==> src/rtl/gobou_pkg.sv <==
// Shared sizes, state encoding and bus types for the gobou fully-connected controller.
package gobou_pkg;

    localparam int N_PE    = 16;
    localparam int LWIDTH  = 10;
    localparam int IMGSIZE = 12;
    localparam int D_DRAIN = 8;
    localparam int LANE_W  = $clog2(N_PE) + 1;
    localparam int DRAIN_W = $clog2(D_DRAIN + 1);

    typedef enum logic [1:0] {
        S_IDLE,
        S_NET,
        S_DRAIN,
        S_DONE
    } ctrl_core_state_t;

    typedef struct packed {
        logic start;
        logic valid;
        logic stop;
    } ctrl_reg;

    typedef struct packed {
        logic [LWIDTH-1:0]  total_in;
        logic [LWIDTH-1:0]  total_out;
        logic [IMGSIZE-1:0] in_offset;
        logic [IMGSIZE-1:0] net_offset;
        logic [IMGSIZE-1:0] out_offset;
    } layer_cfg_t;

    // Base of the final output group: floor((total_out-1)/N_PE)*N_PE.
    function automatic logic [LWIDTH-1:0] last_group_base(input logic [LWIDTH-1:0] total_out);
        logic [31:0] t;
        t = 32'(total_out) - 32'd1;
        last_group_base = LWIDTH'((t / 32'(N_PE)) * 32'(N_PE));
    endfunction

    function automatic logic [LANE_W-1:0] group_lanes(input logic [LWIDTH-1:0] total_out,
                                                      input logic [LWIDTH-1:0] base);
        logic [LWIDTH-1:0] rem;
        rem = total_out - base;
        if (rem >= LWIDTH'(N_PE)) group_lanes = LANE_W'(N_PE);
        else                      group_lanes = LANE_W'(rem);
    endfunction

endpackage

==> src/rtl/ctrl_core_if.sv <==
// Host handshake, layer config and datapath/write-back bus of ctrl_core.
// CTRL_CORE_PAUSE_EN adds the pause input.
interface ctrl_core_if;
    import gobou_pkg::*;

    logic               req;
    logic               ack;
    logic [LWIDTH-1:0]  total_in;
    logic [LWIDTH-1:0]  total_out;
    logic [IMGSIZE-1:0] in_offset;
    logic [IMGSIZE-1:0] net_offset;
    logic [IMGSIZE-1:0] out_offset;
    ctrl_reg            out_ctrl;
    logic [IMGSIZE-1:0] mem_in_addr;
    logic [IMGSIZE-1:0] mem_net_addr;
    logic [IMGSIZE-1:0] out_addr;
    logic [LANE_W-1:0]  out_lanes;
    logic               wb_go;

`ifdef CTRL_CORE_PAUSE_EN
    logic               pause;

    modport master (output req, total_in, total_out, in_offset, net_offset, out_offset, pause,
                    input  ack, out_ctrl, mem_in_addr, mem_net_addr, out_addr, out_lanes, wb_go);
    modport slave  (input  req, total_in, total_out, in_offset, net_offset, out_offset, pause,
                    output ack, out_ctrl, mem_in_addr, mem_net_addr, out_addr, out_lanes, wb_go);
`else
    modport master (output req, total_in, total_out, in_offset, net_offset, out_offset,
                    input  ack, out_ctrl, mem_in_addr, mem_net_addr, out_addr, out_lanes, wb_go);
    modport slave  (input  req, total_in, total_out, in_offset, net_offset, out_offset,
                    output ack, out_ctrl, mem_in_addr, mem_net_addr, out_addr, out_lanes, wb_go);
`endif

endinterface

==> src/rtl/ctrl_core_cnt.sv <==
// Wrapping up-counter; last pulses for one cycle after an enabled step taken at cnt==max.
module ctrl_core_cnt #(
    parameter int W    = 8,
    parameter int STEP = 1
) (
    input  logic         clk,
    input  logic         xrst,
    input  logic         clr,
    input  logic         en,
    input  logic [W-1:0] max,
    output logic [W-1:0] cnt,
    output logic         last
);

    always_ff @(posedge clk or negedge xrst) begin
        if (!xrst) begin
            cnt  <= '0;
            last <= 1'b0;
        end else if (clr) begin
            cnt  <= '0;
            last <= 1'b0;
        end else begin
            last <= en && (cnt == max);
            if (en) cnt <= (cnt == max) ? '0 : cnt + W'(STEP);
        end
    end

endmodule

==> src/rtl/ctrl_core.sv <==
// Layer sequencer for the gobou FC datapath: streams beats per N_PE group, drains, triggers write-back.
// Optional stall input enabled by defining CTRL_CORE_PAUSE_EN.
module ctrl_core
    import gobou_pkg::*;
(
    input logic        clk,
    input logic        xrst,
    ctrl_core_if.slave bus
);

    ctrl_core_state_t   state, next_state;
    layer_cfg_t         cfg;
    logic               ack_q;
    logic               pause_w;
    logic               cfg_load, beat, drain_en, grp_step;
    logic [LWIDTH-1:0]  in_cnt, in_max, out_base;
    logic [DRAIN_W-1:0] drain_cnt;
    logic               in_last, drain_last, out_last;
    logic [IMGSIZE-1:0] beat_total;
    logic               start_p1, valid_p1;
    logic [IMGSIZE-1:0] mem_in_addr_p1, mem_net_addr_p1, out_addr_q;
    logic [LANE_W-1:0]  out_lanes_q;

`ifdef CTRL_CORE_PAUSE_EN
    assign pause_w = bus.pause;
`else
    assign pause_w = 1'b0;
`endif

    assign in_max = cfg.total_in - LWIDTH'(1);

    always_ff @(posedge clk or negedge xrst) begin
        if (!xrst) begin
            state <= S_IDLE;
            ack_q <= 1'b1;
        end else begin
            state <= next_state;
            ack_q <= (next_state == S_IDLE);
        end
    end

    always_comb begin
        next_state = state;
        case (state)
            S_IDLE: begin
                if (ack_q && bus.req) begin
                    if (bus.total_in == '0 || bus.total_out == '0) next_state = S_DONE;
                    else                                           next_state = S_NET;
                end
            end
            S_NET:   if (beat && in_cnt == in_max) next_state = S_DRAIN;
            // drain_last marks the one-cycle hand-off where wb_go is high
            S_DRAIN: if (drain_last) next_state = out_last ? S_DONE : S_NET;
            S_DONE:  next_state = S_IDLE;
            default: next_state = S_IDLE;
        endcase
    end

    always_comb begin
        cfg_load = (state == S_IDLE) && ack_q && bus.req;
        beat     = (state == S_NET) && !pause_w;
        drain_en = (state == S_DRAIN) && !drain_last;
        grp_step = drain_en && (drain_cnt == DRAIN_W'(D_DRAIN - 1));
    end

    ctrl_core_cnt #(.W(LWIDTH), .STEP(1)) u_in_cnt (
        .clk  (clk),
        .xrst (xrst),
        .clr  (state != S_NET),
        .en   (beat),
        .max  (in_max),
        .cnt  (in_cnt),
        .last (in_last)
    );

    ctrl_core_cnt #(.W(DRAIN_W), .STEP(1)) u_drain_cnt (
        .clk  (clk),
        .xrst (xrst),
        .clr  (state != S_DRAIN),
        .en   (drain_en),
        .max  (DRAIN_W'(D_DRAIN - 1)),
        .cnt  (drain_cnt),
        .last (drain_last)
    );

    // Steps at drain expiry so out_last is known in the hand-off cycle.
    ctrl_core_cnt #(.W(LWIDTH), .STEP(N_PE)) u_out_base (
        .clk  (clk),
        .xrst (xrst),
        .clr  (state == S_IDLE),
        .en   (grp_step),
        .max  (last_group_base(cfg.total_out)),
        .cnt  (out_base),
        .last (out_last)
    );

    // p0 -> p1: beat decode and addresses registered one cycle after the counter value
    always_ff @(posedge clk or negedge xrst) begin
        if (!xrst) begin
            cfg             <= '0;
            beat_total      <= '0;
            start_p1        <= 1'b0;
            valid_p1        <= 1'b0;
            mem_in_addr_p1  <= '0;
            mem_net_addr_p1 <= '0;
            out_addr_q      <= '0;
            out_lanes_q     <= '0;
        end else begin
            if (cfg_load) begin
                cfg <= '{total_in:   bus.total_in,
                         total_out:  bus.total_out,
                         in_offset:  bus.in_offset,
                         net_offset: bus.net_offset,
                         out_offset: bus.out_offset};
                beat_total <= '0;
            end else if (beat) begin
                beat_total <= beat_total + IMGSIZE'(1);
            end
            valid_p1 <= beat;
            start_p1 <= beat && (in_cnt == '0);
            if (beat) begin
                mem_in_addr_p1  <= cfg.in_offset + IMGSIZE'(in_cnt);
                mem_net_addr_p1 <= cfg.net_offset + beat_total;
            end
            if (beat && in_cnt == '0) begin
                out_addr_q  <= cfg.out_offset + IMGSIZE'(out_base);
                out_lanes_q <= group_lanes(cfg.total_out, out_base);
            end
        end
    end

    assign bus.ack          = ack_q;
    assign bus.out_ctrl     = '{start: start_p1, valid: valid_p1, stop: in_last};
    assign bus.mem_in_addr  = mem_in_addr_p1;
    assign bus.mem_net_addr = mem_net_addr_p1;
    assign bus.out_addr     = out_addr_q;
    assign bus.out_lanes    = out_lanes_q;
    assign bus.wb_go        = drain_last;

endmodule

==> src/flat_wrapper.sv <==
// flat-port wrapper written by rule: the top's interface ports become plain ports
module ctrl_core_flat import gobou_pkg::*;
  (clk, xrst, bus_req, bus_total_in, bus_total_out, bus_in_offset, bus_net_offset, bus_out_offset, bus_ack, bus_out_ctrl, bus_mem_in_addr, bus_mem_net_addr, bus_out_addr, bus_out_lanes, bus_wb_go);
  ctrl_core_if bus_i ();
  input logic clk;
  input logic xrst;
  input wire logic [$bits(bus_i.req)-1:0] bus_req;
  input wire logic [$bits(bus_i.total_in)-1:0] bus_total_in;
  input wire logic [$bits(bus_i.total_out)-1:0] bus_total_out;
  input wire logic [$bits(bus_i.in_offset)-1:0] bus_in_offset;
  input wire logic [$bits(bus_i.net_offset)-1:0] bus_net_offset;
  input wire logic [$bits(bus_i.out_offset)-1:0] bus_out_offset;
  output wire logic [$bits(bus_i.ack)-1:0] bus_ack;
  output wire logic [$bits(bus_i.out_ctrl)-1:0] bus_out_ctrl;
  output wire logic [$bits(bus_i.mem_in_addr)-1:0] bus_mem_in_addr;
  output wire logic [$bits(bus_i.mem_net_addr)-1:0] bus_mem_net_addr;
  output wire logic [$bits(bus_i.out_addr)-1:0] bus_out_addr;
  output wire logic [$bits(bus_i.out_lanes)-1:0] bus_out_lanes;
  output wire logic [$bits(bus_i.wb_go)-1:0] bus_wb_go;
  assign bus_i.req = bus_req;
  assign bus_i.total_in = bus_total_in;
  assign bus_i.total_out = bus_total_out;
  assign bus_i.in_offset = bus_in_offset;
  assign bus_i.net_offset = bus_net_offset;
  assign bus_i.out_offset = bus_out_offset;
  assign bus_ack = bus_i.ack;
  assign bus_out_ctrl = bus_i.out_ctrl;
  assign bus_mem_in_addr = bus_i.mem_in_addr;
  assign bus_mem_net_addr = bus_i.mem_net_addr;
  assign bus_out_addr = bus_i.out_addr;
  assign bus_out_lanes = bus_i.out_lanes;
  assign bus_wb_go = bus_i.wb_go;
  ctrl_core u_core (.clk(clk), .xrst(xrst), .bus(bus_i));
endmodule
==> config.mk <==
export PLATFORM = sky130hd
export DESIGN_NAME = ctrl_core_flat
export DESIGN_NICKNAME = d
export VERILOG_FILES = /design/src/rtl/gobou_pkg.sv /design/src/rtl/ctrl_core_if.sv /design/src/rtl/ctrl_core_cnt.sv /design/src/rtl/ctrl_core.sv /design/src/flat_wrapper.sv
export SDC_FILE = /design/constraint.sdc
export NUM_CORES = 1
export LEC_CHECK = 0
export ABC_CLOCK_PERIOD_IN_PS = 2550
export CORE_ASPECT_RATIO = 1.1
export CORE_UTILIZATION = 60
export CTS_BUF_LIST = sky130_fd_sc_hd__clkbuf_4 sky130_fd_sc_hd__clkbuf_8
export DETAILED_ROUTE_END_ITERATION = 12
export DONT_BUFFER_PORTS = 1
export PLACE_DENSITY = 0.79
export SYNTH_ARGS = -nofsm -noshare
export SYNTH_HDL_FRONTEND = slang
export SYNTH_SLANG_ARGS = --single-unit
==> constraint.sdc <==
create_clock -name clk -period 2.55 [get_ports clk]
set_input_delay 0.3825 -clock clk [delete_from_list [all_inputs] [get_ports clk]]
set_output_delay 0.3825 -clock clk [all_outputs]
set_load 0.01 [all_outputs]
# Word-level counts from Yosys, hierarchy flattened
# Index checks and enable logic that the tools add are counted.
[classes]
reduce_logical = 19
n_eq_ne = 8
add_sub_neg = 10
bitwise_logic = 0
magnitude_cmp = 1
n_mux = 21
div = 0
n_shift = 0
mul = 0
[ops]
columns = ["cell", "count"]
rows = [
  ["$mux W10", 6],
  ["$logic_not A10 Y1", 3],
  ["$add A12 B10 Y12", 2],
  ["$mux W12", 2],
  ["$eq A10 B10 Y1", 2],
  ["$sub A10 B1 Y10 const B", 2],
  ["$add A12 B1 Y12 const B", 1],
  ["$add A12 B12 Y12", 1],
  ["$mux W4", 3],
  ["$add A10 B1 Y10 const B", 1],
  ["$add A10 B5 Y10 const B", 1],
  ["$ge A10 B5 Y1 const B", 1],
  ["$mux W2", 5],
  ["$sub A10 B10 Y10", 1],
  ["$logic_and A1 B1 Y1", 8],
  ["$pmux W2 S4", 1],
  ["$reduce_bool A2 Y1", 4],
  ["$mux W5", 1],
  ["$add A4 B1 Y4 const B", 1],
  ["$eq A2 B2 Y1 const B", 2],
  ["$eq A4 B3 Y1 const B", 1],
  ["$logic_not A2 Y1", 2],
  ["$mux W1", 3],
  ["$eq A2 B1 Y1 const B", 1],
  ["other kinds (4)", 4],
]
[word_totals]
mem_bits_rw = 0
input_bits = 59
memories = 0
mem_bits_ro = 0
regBits = 141
latch_bits = 0

# Logic depth before layout (Yosys ltp)
# Gate-level depths: netlist of run 1.
[depth]
ltp_word = 6
depth_mapped = 10
mapped_depth_nobuf = 9

# Cells and area by module
# From an unflattened synthesis of run 1, not the netlist that was laid out.
[hier_totals]
cells_unflattened = 924
hier_area_um2 = 8282.9
[modules_own_cells]
columns = ["module", "area_each_um2", "cells_per_inst", "instances"]
rows = [
  ["ctrl_core", 6815.3, 783, 1],
  ["ctrl_core_cnt (u_core.u_in_cnt)", 691.9, 68, 1],
  ["ctrl_core_cnt (u_core.u_out_base)", 469.2, 44, 1],
  ["ctrl_core_cnt (u_core.u_drain_cnt)", 306.5, 29, 1],
]

# Least setup slack after synthesis of run 1
# OpenSTA, ideal clock, no wires.
[synth_timing]
path_kind = "reg2reg"
startpoint = "reg u_core.cfg[46] in the netlist's numbering"
endpoint = "reg u_core.u_in_cnt.cnt[1]"
t_arrival_ns = 2.588
required_time_ns = 2.430
path_stages_with_launch = 9
slack_ns = -0.157
setup_time_ns = 0.120
path_cell_list = "dfrtp_1 > inv_1 > ha_1 > or3b_1 > or4_1 > a32o_1 > a211o_1 > or4_1 > and3_1"
[synth_between]
elab_chain_len = 5
[synth_rtl]
columns = ["element", "line", "rtl"]
rows = [
  ["start: declaration", "ctrl_core.sv:12", "layer_cfg_t cfg;"],
  ["start signal: assignment", "ctrl_core.sv:110", "cfg <= '{total_in: bus.total_in,"],
  ["$sub A10 B1 Y10", "ctrl_core.sv:30", "assign in_max = cfg.total_in - LWIDTH'(1);"],
  ["$eq A10 B10 Y1", "ctrl_core_cnt.sv:24", "if (en) cnt <= (cnt == max) ? '0 : cnt + W'(STEP);"],
  ["$mux W10 (2 in series)", "ctrl_core_cnt.sv:24", ""],
  ["$mux W10", "ctrl_core_cnt.sv:19", "end else if (clr) begin"],
  ["end signal: assignment", "ctrl_core_cnt.sv:24", ""],
  ["end: declaration", "ctrl_core_cnt.sv:11", "output logic [W-1:0] cnt,"],
]
# No other way between the ends. The select of a mux whose other input is x is not followed.
# A chain may end at the register's enable or synchronous reset.

# Final worst setup path of run 1
[layout_timing]
startpoint = "reg u_core.cfg[46] in the netlist's numbering"
endpoint = "reg u_core.u_in_cnt.cnt[3]"
# Same word-level chain as after synthesis.

==> flow_summary.toml, run 1 <==
[clock_tree]
htree_num_levels = 4
cts_buffer_depth = 2
insertion_delay_ns = 0.46
cts-root-buf = "clkbuf_8"
cts_tree = "built"
clock_sinks = 137
numCtsBuffers = 17
path_clk_slew_ns = 0.08

[critical_path]
crit_required_ns = 2.89
crit_arrival_ns = 3.07
crit_fanout = 9
critPathCaptureType = "register"
rr_worst_depth = 10
start_kind = "register"
critical_path_class = "reg2reg"

[sta]
min_period_ns = 2.734
rsz0062_at_grt = "true"
drv_slew = 0
skew_ns = 0.01592
final_hold_viol_count = 137
tightest_slew_ns = 0.6158
slew_headroom = 0.5870
finalSetupViolCount = 13
timing.final.ws_setup_ns = -0.1841
whs_ns = -0.3873
fmaxAchievable_mhz = 365.8
fin_crit_sh = 1.072
tns_ns = -1.974

[pwr]
power_density_nw_per_um2 = 1189
leakage_nw = 3.850
power.total_mw = 9.610
ir_worst_vdd_mv = 0.6421

[detailed_routing]
wirelength_um = 16820
vias_per_cell = 5.883
num_vias = 5848
drc_errors = 0
wl_per_cell_um = 16.92
drt_iter0_markers = 419
drt_pass1_iterations = 4
ant_nets = 0

[die]
dieWidth_um = 107.9
dieArea_um2 = 12790
rows = 42
coreArea_um2 = 12030
ios = 105
start_util = 0.6151
die_h_um = 118.5

[cells_and_area]
fin_util = 0.6718
fin_nets = 928
layout-drive-gt1-share = 0.1048
area_growth_pct = 9.212
stdcell_count = 994
antenna_cells = 0

[global_routing]
grt_pass1_wl_um = 27900
groute.usage.overall = 0.2818
grt_max_degree = 138
grt_pass1_vias = 5898
antenna_found_initial = 0
grt_overflow_total = 0

[logic_synthesis]
syn_area_um2 = 7402
synth.net_count = 912
yosysSeqAreaShare = 0.4633
synth_edf_count = 0
avgSynthCellArea_um2 = 9.127
synthFlopType = "dfrtp_1"
netlist-cell-type-count = 67
yosysWarnings = 0
synth-seq-cells = 137
synth-async-reset-ratio = 1.000
synthCells = 811

[run_status]
violations = "negative hold slack, negative setup slack"
status = "complete, but fails checks"

[flow_run]
cap_violations = 0

[placement]
gp_congestion = 0.8741
hpwl_um = 12030
place_inst = 957
port_buffers = 0

[min_path]
worstHoldPathType = "in2async"
## cells in the final DEF (no fill, tap or decap), drive strengths merged, types with 3 or more instances in the layout
| cell type | count |
|---|---|
| nor3b | 5 |
| xor2 | 27 |
| nand2b | 5 |
| nor2b | 7 |
| a31oi | 3 |
| a22o | 6 |
| nor4 | 7 |
| nand2 | 214 |
| o211ai | 8 |
| o31ai | 7 |
| clkinv | 6 |
| and2 | 3 |
| and3 | 9 |
| a21oi | 21 |
| or4 | 9 |
| a211oi | 8 |
| nand3 | 23 |
| buf | 29 |
| clkbuf | 22 |
| inv | 33 |
| mux2 | 6 |
| or3 | 8 |
| nand4 | 3 |
| xnor2 | 32 |
| or2 | 3 |
| dfrtp | 136 |
| nor3 | 12 |
| o21a | 5 |
| a21o | 10 |
| nor2 | 37 |
| ha | 40 |
| o21ai | 51 |
## metal layers
layer / share of wire / track usage / up-vias
met2: 0.50 / 0.4744 / 163
met4: 0.019 / 0.1053 / 0
met1: 0.44 / 0.3547 / 2864
met3: 0.043 / 0.05847 / 27
li1: - / - / 2794
met5: 0 / 0 / -
## metrics by stage
stage	hold WS, ns	worst slack, ns	area (µm²)
6_report	-0.3873	-0.1841	8084
3_5_place_dp	0.09043	-0.1859	7635
5_1_grt	-0.4133	-0.2700	8084
2_1_floorplan	0.08691	-0.1454	7405
4_1_cts	-0.4034	-0.1936	8053
3_3_place_gp	0.09046	-0.1304	7635
## repair_timing
action / in CTS / in global routing
gates resized for setup: 5 / 4
pin swaps: 5 / 2
setup buffers: 3 / 2
endpoints found under the setup margin: 13 / 13
endpoints found under the hold margin: 137 / 137
## worst max-delay path: stages (launching register included)
cell and delay [ns]:
dfrtp_1 0.39, inv_2 0.09, ha_4 0.13, or3b_4 0.37, or4_4 0.47, a32o_1 0.22, a211o_1 0.33, buf_6 0.13
o41ai_4 0.26, buf_6 0.19, nor2_1 0.04
## Yosys cell counts, drive strengths merged, types with 3 or more instances
cell type | count | area, µm²
ha | 40 | 500.5
a31oi | 3 | 18.77
a21o | 10 | 75.07
and2 | 3 | 18.77
mux2 | 6 | 67.56
o21ai | 51 | 255.2
nor4 | 7 | 50.05
o21a | 5 | 37.54
a21oi | 21 | 105.1
a211oi | 8 | 60.06
inv | 32 | 120.1
nor2b | 7 | 43.79
nand2b | 5 | 31.28
nand3 | 23 | 115.1
nor2 | 37 | 138.9
or3 | 8 | 55.05
or2 | 3 | 18.77
nor3b | 5 | 37.54
o211ai | 8 | 60.06
and3 | 9 | 56.30
xnor2 | 32 | 280.3
nor3 | 12 | 60.06
nand4 | 3 | 18.77
clkbuf | 21 | 78.83
buf | 11 | 72.56
dfrtp | 136 | 3403
xor2 | 27 | 236.5
nand2 | 214 | 803.3
or4 | 9 | 67.56
o31ai | 7 | 52.55
a22o | 6 | 52.55
## kinds of logic (layout without fill, tap and decap cells)
family / count (synthesis) / count (layout) / synth area share
adders and majority gates: 42 / 42 / 0.07302
muxes: 7 / 7 / 0.01048
buffers and inverters: 64 / 93 / 0.03668
and+or+nand+nor: 355 / 355 / 0.2160
xor gates and xnor gates: 59 / 59 / 0.06981
AOI/OAI and AO/OA: 145 / 145 / 0.1297
DFF: 137 / 137 / 0.4633
other: 2 / 2 / 0.001015
## power by group
part | internal (mW) | switching, mW | leakage (nW) | total [mW]
clock | 0.856 | 0.853 | 0.193 | 1.71
combinational | 1.78 | 2.23 | 1.91 | 4.01
sequential | 3.03 | 0.860 | 1.75 | 3.89
## sequential cells by signal, indices dropped and copies added, names as in the netlist, 2 cells and up
| name | count |
|---|---|
| u_core.bus.out_lanes | 5 |
| u_core.beat_total | 12 |
| u_core.u_in_cnt.cnt | 10 |
| u_core.bus.mem_in_addr | 12 |
| u_core.state | 2 |
| u_core.bus.mem_net_addr | 12 |
| u_core.u_out_base.cnt | 6 |
| u_core.bus.out_addr | 12 |
| u_core.cfg | 56 |
| u_core.u_drain_cnt.cnt | 4 |
## area by class of cell
type	instances	area (µm²)
clock buffer	22	284.0
clock inverter	10	95.09
fill	992	3950
inverter	32	120.1
multi-input combinational	610	3737
sequential	137	3430
tap	154	192.7
timing repair buffer	29	225.2
## worst paths after layout
path                                                to  slack [ns]              start
worst max register to register  u_core.u_in_cnt.cnt[3]       -0.18     u_core.cfg[46]
max in group asynchronous               u_core.bus.ack        2.65               xrst
min in group clk                         u_core.cfg[6]        0.02  bus_out_offset[6]
worst max-delay path            u_core.u_in_cnt.cnt[3]       -0.18     u_core.cfg[46]
worst min-delay path                     u_core.cfg[0]       -0.39               xrst
worst min register to register           u_core.cfg[2]        0.48      u_core.cfg[2]
(Power assumes the default switching activity.)
==> run 2, diff against run 1 <==
CORE_UTILIZATION = 30   (was 60)
PLACE_DENSITY = default   (was 0.79)
==> flow_summary.toml, run 2 (synthesized netlist as in run 1, its figures left out) <==
[detailed_routing]
drt_pass1_iterations = 5
drc_errors = 0
wl_per_cell_um = 15.27
drt_iter0_markers = 255
num_vias = 5666
wirelength_um = 17710
vias_per_cell = 4.884
ant_nets = 0

[pwr]
power_density_nw_per_um2 = 1143
power.total_mw = 9.644
ir_worst_vdd_mv = 0.3667
leakage_nw = 3.916

[cells_and_area]
regMostFlops = "u_core.cfg"
fin_util = 0.3528
multiInputGateArea_um2 = 3729
largest_reg_flops = 56
antenna_cells = 0
layout_commonest_cell = "nand2_1"
fin_nets = 943
design_area_um2 = 8438
regArea_um2 = 3430
area_growth_pct = 14.00
final_cell_mix = "214 x nand2_1, 136 x dfrtp_1, 51 x o21ai_0, 39 x ha_1, 37 x nor2_1"
fill_cells = 2503
layout-drive-gt1-share = 0.1029

[critical_path]
crit_fanout = 3
crit_arrival_ns = 3.04
crit_required_ns = 2.88
critical_path_class = "reg2reg"
start_kind = "register"
critPathCaptureType = "register"

[clock_tree]
path_clk_slew_ns = 0.09
numCtsBuffers = 17
clock_sinks = 137
insertion_delay_ns = 0.45
holdBufCountCts = 13
cts-root-buf = "clkbuf_8"
htree_num_levels = 4
cts_buffer_depth = 2
cts_tree = "built"

[die]
ios = 105
dieArea_um2 = 25310
start_util = 0.3095
coreArea_um2 = 23920
die_h_um = 166.7
dieWidth_um = 151.8
rows = 59

[sta]
skew_ns = 0.02076
fmaxAchievable_mhz = 368.9
min_period_ns = 2.711
final_hold_viol_count = 137
slew_headroom = 0.6562
fin_crit_sh = 1.063
whs_ns = -0.3727
tightest_slew_ns = 0.5125
rsz0062_at_grt = "true"
drv_slew = 0
finalSetupViolCount = 11
timing.final.ws_setup_ns = -0.1606

[min_path]
worstHoldPathType = "in2async"

[global_routing]
grt_max_degree = 138
antenna_found_initial = 1
grt_overflow_total = 0
grt_pass1_vias = 5703
grt_pass1_wl_um = 29810
groute.usage.overall = 0.1498

[run_status]
status = "complete, but fails checks"
violations = "negative hold slack, negative setup slack"

[placement]
port_buffers = 0
hpwl_um = 12920
gp_congestion = 0.8116
place_area_um2 = 7859

[flow_run]
cap_violations = 0
[run 2: cell count changes in the layout (fill, tap and decap cells not counted), sizes merged]
cell,before,now
clkinv,6,2
clkinvlp,2,3
buf,29,31
inv,33,40
clkbuf,22,18
dlygate4sd3,0,13
[run 2: path summary, 6_finish.rpt]
check	slack [ns]	cells past startpoint	startpoint	end
worst max-delay path	-0.16	8	u_core.cfg[46]	u_core.u_in_cnt.cnt[1]
max in group asynchronous	2.69	0	xrst	u_core.bus.ack
worst min-delay path	-0.37	0	xrst	u_core.bus.mem_net_addr[10]
worst min register to register	0.47	2	u_core.cfg[2]	u_core.cfg[2]
min in group clk	0.03	2	bus_in_offset[11]	u_core.cfg[35]
worst max register to register	-0.16	8	u_core.cfg[46]	u_core.u_in_cnt.cnt[1]
[run 2: timing repair]
action	4_1_cts	5_1_grt
setup endpoints to repair	12	13
gates resized for setup	6	0
hold endpoints to repair	150	137
cloned	0	0
buffers inserted	4	0
[run 2: critical path: stages, from the launching register on]
cell and delay, ns:
dfrtp_1 0.40, inv_2 0.08, ha_4 0.13, or3b_4 0.37, or4_1 0.46, a32o_1 0.23, a211o_1 0.30, or4_4 0.43
and3_1 0.19
[run 2: through the flow]
| stage | instances | worst slack, ns | setup TNS [ns] |
|---|---|---|---|
| final | 1160 | -0.1606 | -0.6534 |
| after global routing | 1160 | -0.2471 | -2.013 |
| after CTS | 1160 | -0.1623 | -0.6676 |
| after detailed placement | 1111 | -0.1754 | -1.014 |
| after global placement | 1111 | -0.1448 | -0.5687 |
| after floorplan | 811 | -0.1454 | -0.6284 |
[run 2: area by class of cell]
cell class,instances,share of cell area
Sequential cell,137,0.4064
Timing Repair Buffer,44,0.04493
Tap cell,305,0.04523
Clock inverter,14,0.01868
Multi-Input combinational cell,610,0.4419
Inverter,32,0.01423
Clock buffer,18,0.02862
[run 2: layer usage]
metal | share of wire | up-vias | global-route usage
met5 | 0.00096 | - | 0
met4 | 0.011 | 2 | 0.04262
met3 | 0.063 | 19 | 0.04658
met2 | 0.47 | 112 | 0.2411
met1 | 0.45 | 2696 | 0.1909
li1 | - | 2837 | -
[run 2: report_power, final]
| part | internal [mW] | leakage, nW | switching [mW] |
|---|---|---|---|
| Clock | 0.828 | 0.195 | 0.980 |
| Combinational | 1.78 | 1.97 | 2.17 |
| Sequential | 3.03 | 1.75 | 0.865 |
==> run 3, diff against run 2 <==
CORE_MARGIN = 10   (was default)
==> flow_summary.toml, run 3 (synthesized netlist as in run 1, its figures left out) <==
[run_status]
status = "complete, but fails checks"
violations = "negative hold slack, negative setup slack"

[clock_tree]
htree_num_levels = 4
cts_tree = "built"
cts-root-buf = "clkbuf_8"
path_clk_slew_ns = 0.08
numCtsBuffers = 17
cts_buffer_depth = 2
insertion_delay_ns = 0.44
clock_sinks = 137

[critical_path]
crit_path_start = "u_core.cfg[46]"
critPathCaptureType = "register"
critPathMaxStageDelay_ns = 0.47
crit_required_ns = 2.88
rr_startpoint = "u_core.cfg[46]"
start_kind = "register"
critical_path_class = "reg2reg"
crit_arrival_ns = 3.05
slowest_stage = "or4_1"
rr_endpoint = "u_core.u_in_cnt.cnt[1]"
rr_worst_depth = 8
crit_fanout = 3
reg2reg_slack_ns = -0.17
cp_cell_sequence = "inv_2, ha_4, or3b_4, or4_1, a32o_1, a211o_1, or4_4, and3_4"

[sta]
whs_ns = -0.3596
final_hold_viol_count = 137
tns_ns = -0.7106
rsz0062_at_grt = "true"
fmaxAchievable_mhz = 367.4
fin_crit_sh = 1.067
skew_ns = 0.01786
finalSetupViolCount = 12
drv_slew = 0
min_period_ns = 2.722
timing.final.ws_setup_ns = -0.1720
slew_headroom = 0.6365
tightest_slew_ns = 0.5419

[detailed_routing]
wl_met3_um = 1041
drc_errors = 0
ant_nets = 0
met2_wirelength_um = 8226
wirelength_um = 18160
num_vias = 5549
drt_pass1_iterations = 4
wl_met1_um = 8671
vias_per_cell = 4.821
drt_iter0_markers = 334
wl_per_cell_um = 15.77
topRoutingLayerUsed = "met4"

[cells_and_area]
layout_commonest_cell = "nand2_1"
antenna_cells = 0
regMostFlops = "u_core.cfg"
final_cell_mix = "214 x nand2_1, 136 x dfrtp_1, 51 x o21ai_0, 39 x ha_1, 37 x nor2_1"
regArea_um2 = 3430
design_area_um2 = 8293
area_growth_pct = 12.04
fin_nets = 929
multiInputGateArea_um2 = 3734
fill_cells = 2547
largest_reg_flops = 56
fin_util = 0.3399
layout-drive-gt1-share = 0.1046

[global_routing]
antenna_found_initial = 0
groute.usage.overall = 0.1187
grt_pass1_vias = 5628
grt_max_degree = 138
grt_overflow_total = 0
grt_pass1_wl_um = 29870

[placement]
hpwl_um = 13570
port_buffers = 0
place_area_um2 = 7865
gp_congestion = 0.8194
dp_slack_ns = -0.1879

[pwr]
ir_worst_vdd_mv = 0.3576
power.total_mw = 9.554
intPower_mw = 5.622
p_comb_frac = 0.409
power_density_nw_per_um2 = 1152
p_seq_frac = 0.410
power.clock.fraction = 0.180
leakage_nw = 3.847
swShare = 0.4115
p_sw_mw = 3.931

[die]
coreArea_um2 = 24400
start_util = 0.3034
dieArea_um2 = 31360
rows = 60
dieWidth_um = 169.8
die_h_um = 184.7
ios = 105

[min_path]
worstHoldPathType = "in2async"

[flow_run]
cap_violations = 0
## run 3: power by group through the flow
| stage | logic (mW) | registers, mW | clock network, mW |
|---|---|---|---|
| after floorplan | 2.98 | 3.71 | 0 |
| after global placement | 3.80 | 3.95 | 0 |
| after detailed placement | 3.85 | 3.98 | 0 |
| after CTS | 3.94 | 3.94 | 1.78 |
| after global routing | 4.50 | 4.06 | 1.88 |
| final | 3.91 | 3.92 | 1.72 |
## run 3: critical path: cells and delay by family, from the launching register on
| kind | cells | cell delay [ns] |
|---|---|---|
| AO/OA/AOI/OAI | 2 | 0.55 |
| adder cells (fa/ha/maj) | 1 | 0.13 |
| buffers and inverters | 1 | 0.09 |
| flip-flops | 1 | 0.39 |
| AND/OR/NAND/NOR | 4 | 1.46 |
## run 3: stage by stage
step	hold slack (ns)	instances
floorplan	0.08691	811
global placement	0.09489	1116
detailed placement	0.09540	1116
CTS	-0.3964	1150
global route	-0.4079	1151
finish	-0.3596	1151
## run 3: worst max path at each step
| stage | end | slack, ns | cells past startpoint |
|---|---|---|---|
| 5_1_grt | u_core.u_in_cnt.cnt[1] | -0.24 | 8 |
| 3_3_place_gp | u_core.u_in_cnt.cnt[1] | -0.15 | 8 |
| 3_5_place_dp | u_core.u_in_cnt.cnt[1] | -0.19 | 8 |
| 2_1_floorplan | u_core.u_in_cnt.cnt[1] | -0.15 | 8 |
| 6_report | u_core.u_in_cnt.cnt[1] | -0.17 | 8 |
| 4_1_cts | u_core.u_in_cnt.cnt[1] | -0.15 | 8 |
## run 3: area by class of cell
class | count | share of cell area
Clock buffer | 19 | 0.03153
Clock inverter | 13 | 0.01433
Inverter | 32 | 0.01448
Multi-Input combinational cell | 610 | 0.4502
Sequential cell | 137 | 0.4135
Tap cell | 310 | 0.04677
Timing Repair Buffer | 30 | 0.02912
## run 3: layer usage
metal / vias to the layer above / track usage
met1: 2617 / 0.1536
met2: 94 / 0.1861
met5: - / 0
met4: 0 / 0.03442
li1: 2822 / -
met3: 16 / 0.03659
## run 3: repair_timing
item / in CTS / in global routing
endpoints found under the hold margin: 137 / 137
endpoints found under the setup margin: 12 / 13
setup buffers: 2 / 1
resized for setup: 6 / 1
pin swaps: 1 / 1
